--- src/rtl/scan_multiplexer.sv ---
// rtl/scan_multiplexer.sv - registered N-channel mux with manual/auto-scan capture and a one-entry valid/ready buffer
module scan_multiplexer #(
  parameter int N = 8,
  parameter int W = 1,
  localparam int SELW = $clog2(N)
) (
  input  logic              clk,
  input  logic              rst,
  input  logic [N*W-1:0]    din,
  input  logic [SELW-1:0]   sel,
  input  logic              mode,
  input  logic [N-1:0]      chan_en,
  input  logic              req,
  output logic              req_ready,
  output logic [W-1:0]      y,
  output logic [SELW-1:0]   y_ch,
  output logic              y_valid,
  input  logic              out_ready,
  output logic              sel_err
);

  localparam logic [SELW:0]   N_W  = (SELW+1)'(N);
  localparam logic [SELW-1:0] LAST = SELW'(N - 1);

  logic [W-1:0]    y_q, y_d;
  logic [SELW-1:0] y_ch_q, y_ch_d;
  logic [SELW-1:0] ptr_q, ptr_d;
  logic            y_valid_q, y_valid_d;
  logic            sel_err_q, sel_err_d;

  logic            cap;
  logic            sel_ok;
  logic            scan_hit;
  logic            do_cap;
  logic [SELW-1:0] scan_ch;
  logic [SELW-1:0] scan_nxt;
  logic [SELW-1:0] scan_idx;
  logic [SELW-1:0] cap_ch;
  logic [W-1:0]    cap_data;

  assign cap    = !y_valid_q || out_ready;
  assign sel_ok = {1'b0, sel} < N_W;

  // Round-robin search starting at ptr; index wraps at N, not at 2^SELW.
  always_comb begin
    scan_hit = 1'b0;
    scan_ch  = '0;
    scan_idx = ptr_q;
    for (int i = 0; i < N; i++) begin
      if (!scan_hit && chan_en[scan_idx]) begin
        scan_hit = 1'b1;
        scan_ch  = scan_idx;
      end
      scan_idx = (scan_idx == LAST) ? '0 : scan_idx + 1'b1;
    end
    scan_nxt = (scan_ch == LAST) ? '0 : scan_ch + 1'b1;
  end

  always_comb begin
    cap_ch   = mode ? scan_ch : sel;
    do_cap   = req && (mode ? scan_hit : sel_ok);
    cap_data = '0;
    for (int k = 0; k < N; k++) begin
      if (cap_ch == SELW'(k)) cap_data = din[k*W +: W];
    end
  end

  always_comb begin
    y_d       = y_q;
    y_ch_d    = y_ch_q;
    ptr_d     = ptr_q;
    y_valid_d = y_valid_q;
    sel_err_d = 1'b0;
    if (cap) begin
      if (do_cap) begin
        y_d       = cap_data;
        y_ch_d    = cap_ch;
        y_valid_d = 1'b1;
        if (mode) ptr_d = scan_nxt;
      end else begin
        y_valid_d = 1'b0;
        sel_err_d = req && !mode && !sel_ok;
      end
    end
  end

  always_ff @(posedge clk) begin
    if (rst) begin
      y_q       <= '0;
      y_ch_q    <= '0;
      ptr_q     <= '0;
      y_valid_q <= 1'b0;
      sel_err_q <= 1'b0;
    end else begin
      y_q       <= y_d;
      y_ch_q    <= y_ch_d;
      ptr_q     <= ptr_d;
      y_valid_q <= y_valid_d;
      sel_err_q <= sel_err_d;
    end
  end

  assign req_ready = cap;
  assign y         = y_q;
  assign y_ch      = y_ch_q;
  assign y_valid   = y_valid_q;
  assign sel_err   = sel_err_q;

endmodule

--- config.mk ---
export PLATFORM = sky130hd
export DESIGN_NAME = scan_multiplexer
export DESIGN_NICKNAME = d
export VERILOG_FILES = /design/src/rtl/scan_multiplexer.sv
export SDC_FILE = /design/constraint.sdc
export NUM_CORES = 1
export LEC_CHECK = 0
export ABC_AREA = 0
export BUFFER_PORTS_ARGS = -buffer_cell sky130_fd_sc_hd__buf_2
export CAP_MARGIN = 25
export CORE_MARGIN = 2
export CORE_UTILIZATION = 56
export DETAILED_ROUTE_END_ITERATION = 8
export PLACE_DENSITY_LB_ADDON = 0.08
export SLEW_MARGIN = 10
export SYNTH_ARGS = -nofsm -noshare
export SYNTH_HDL_FRONTEND = slang
export SYNTH_SLANG_ARGS = --single-unit
export TNS_END_PERCENT = 20
--- constraint.sdc ---
create_clock -name clk -period 4.4 [get_ports clk]
set_input_delay 1.32 -clock clk [delete_from_list [all_inputs] [get_ports clk]]
set_output_delay 1.32 -clock clk [all_outputs]
set_load 0.02 [all_outputs]
==> out/metrics.cfg <==
[yosys]
synth_compound_area_frac = 0.248
yosys.area_share.simple = 0.234
synthArstFlopShare = 0
synth-xor-area-share = 0.0376
synthesis.area_um2 = 1530
synth_area_per_cell_um2 = 8.96
synth-edff-count = 0
synth_fa_ha_area_frac = 0.0408
syn-num-nets = 200
yosysTopAreaCell = mux2i_1
synthCells = 171
synth_top_family_by_area = multiplexers
synth_ff_type = dfxtp_1
ys_ff_latch = 8
ys.warnings.count = 0
synthMuxAreaShare = 0.270
yosys-top-cells-area = mux2i_1 (14%), dfxtp_1 (10%), mux4_2 (8.8%), ha_1 (4.1%), nand2_1 (3.4%)
ys_types = 62
seq_area_frac_synth = 0.105
netlist.area_leader.share = 0.144

[global_routing]
grt_usage = 0.262
grt-ovfl-total = 0
antenna_found_initial = 0
grt_max_degree = 12
grt_pass1_wl_um = 6640
first_global_vias = 1426

[timing]
skew_ns = 0.00465
setup_tns_ns = 0
setup_viol = 0
whs_ns = 0.449
max_freq_mhz = 250
fin_crit_sh = 0.910
finalCriticalPeriod_ns = 4.01
report.final.slew_viol_count = 0
hold_viol_final = 0
rsz0062_at_grt = no
slew_headroom = 0.533
worst_pin_slew_ns = 0.693

[layout]
fin_util = 0.659
area_growth_pct = 9.56
layout_commonest_cell = buf_2
instances_no_fill = 225
layout-drive-gt1-share = 0.318
n_antenna_cell = 0
final_nets = 226
final_cell_mix = buf_2 (29), mux2i_1 (22), nand2_1 (14)

[place]
dpl.hpwl_um = 3200
finalWeightedCongestion = 0.946
port_buffers = 29
dp.cells = 222

[die]
initial_core_util = 0.602
io-pin-count = 31
die_w_um = 56.3
fp.dieH_um = 56.3
core_um2 = 2540
rows = 18
dieArea_um2 = 3170

[cts]
post_cts_buffers = 0
cts_tree = yes
hold_buffers = 0
cts_resized = 0
clock_sinks = 8
clockRootBuffer = clkbuf_4
htree_levels = 1
insertion_delay_ns = 0.25
cts_buffer_depth = 2
path_clk_slew_ns = 0.05
cts_buffers = 3

[route]
viasPerCell = 6.59
drtAntennaViolNets = 0
drt_wl_total_um = 3950
first_pass_iters = 4
drt_iter0_drc = 56
drc = 0
num_vias = 1483
wire_per_inst_um = 17.5

[pwr]
peakVddDrop_mv = 0.650
p_leak_nw = 0.745
power.density_nw_per_um2 = 996
finalPower_mw = 1.67

[status]
status = finished clean

[run]
max-cap-violations = 0

[worst_setup_path]
crit_type = register to register
critPathRequiredTime_ns = 4.55
arrival_ns = 4.15
slowest_stage = dfxtp_1
critPathLaunchType = register
crit_path_max_incr_delay_ns = 0.53
cp_top_family = multiplexers
path_cells = ha_1, nor2_8, inv_2, ha_1, xor3_2, xnor2_2, mux2i_1, mux2i_4, nor4b_4, a31o_1, a31oi_2, mux2i_1, mux2i_1, o211a_1
end_kind = register
worstPathMaxFanout = 9
path_buf_inv = 1
cp_common_cell = mux2i_1

[min_path]
hold_class = register to register

==> flip-flops by register name, summed over array words and instances (netlist names) <==
signal   count
ptr_q        3
y_ch         3
y_valid      1
y            1
==> routing by layer <==
layer | global-route usage | vias to the layer above | part of all wire
li1 | - | 701 | -
met1 | 0.370 | 687 | 0.46
met2 | 0.405 | 88 | 0.45
met3 | 0.0438 | 7 | 0.077
met4 | 0.0850 | 0 | 0.015
met5 | 0 | - | 0
==> final timing paths <==
path         startpoint       to  cells past startpoint  slack (ns)
max            ptr_q[2]        y                     14        0.39
min             y_ch[1]  y_ch[1]                      2        0.45
max reg2reg    ptr_q[2]        y                     14        0.39
min reg2reg     y_ch[1]  y_ch[1]                      2        0.45
==> Yosys cell counts (all sizes together), types with 2 or more instances <==
library cell,n
a211oi,5
a21o,2
a21oi,8
a22o,2
a311o,2
a31oi,2
and2,4
buf,9
clkbuf,2
dfxtp,8
ha,5
inv,4
mux2,2
mux2i,24
mux4,6
nand2,14
nand2b,6
nor2,9
nor2b,8
nor3,6
nor3b,3
o211ai,4
o21ai,7
o21bai,2
o311ai,4
or2,3
xnor2,2
==> kinds of logic (layout without fill, tap and decap cells) <==
family,after synthesis,in the layout
AO/OA/AOI/OAI,47,47
XOR/XNOR,3,3
adder cells (fa/ha/maj),5,5
buffers and inverters,15,39
flip-flops,8,8
multiplexers,32,32
other,1,1
AND/OR/NAND/NOR,60,60
==> layout make-up <==
class	instances	area, um2
Clock buffer	3	22.5
Fill cell	219	867
Inverter	4	15.0
Multi-Input combinational cell	148	1270
Sequential cell	8	160
Tap cell	30	37.5
Timing Repair Buffer	32	168
==> power by group <==
| group | internal [mW] | switching, mW |
|---|---|---|
| registers | 0.0949 | 0.0211 |
| clock network | 0.0311 | 0.0234 |
| logic | 0.662 | 0.839 |
==> through the flow <==
stage	setup slack (ns)	instance area [um2]
after global routing	0.193	1680
after floorplan	0.797	1530
final	0.394	1680
after CTS	0.417	1680
after global placement	0.423	1660
after detailed placement	0.385	1660
==> worst register-to-register path, delay by kind of cell, from the launching register on <==
family,cells,cell delay [ns]
muxes,4,0.87
AOI/OAI and AO/OA,3,0.78
adders and majority gates,2,0.72
xor gates and xnor gates,2,0.59
DFF,1,0.53
and+or+nand+nor,2,0.27
buffers and inverters,1,0.15
(Power assumes the default switching activity.)
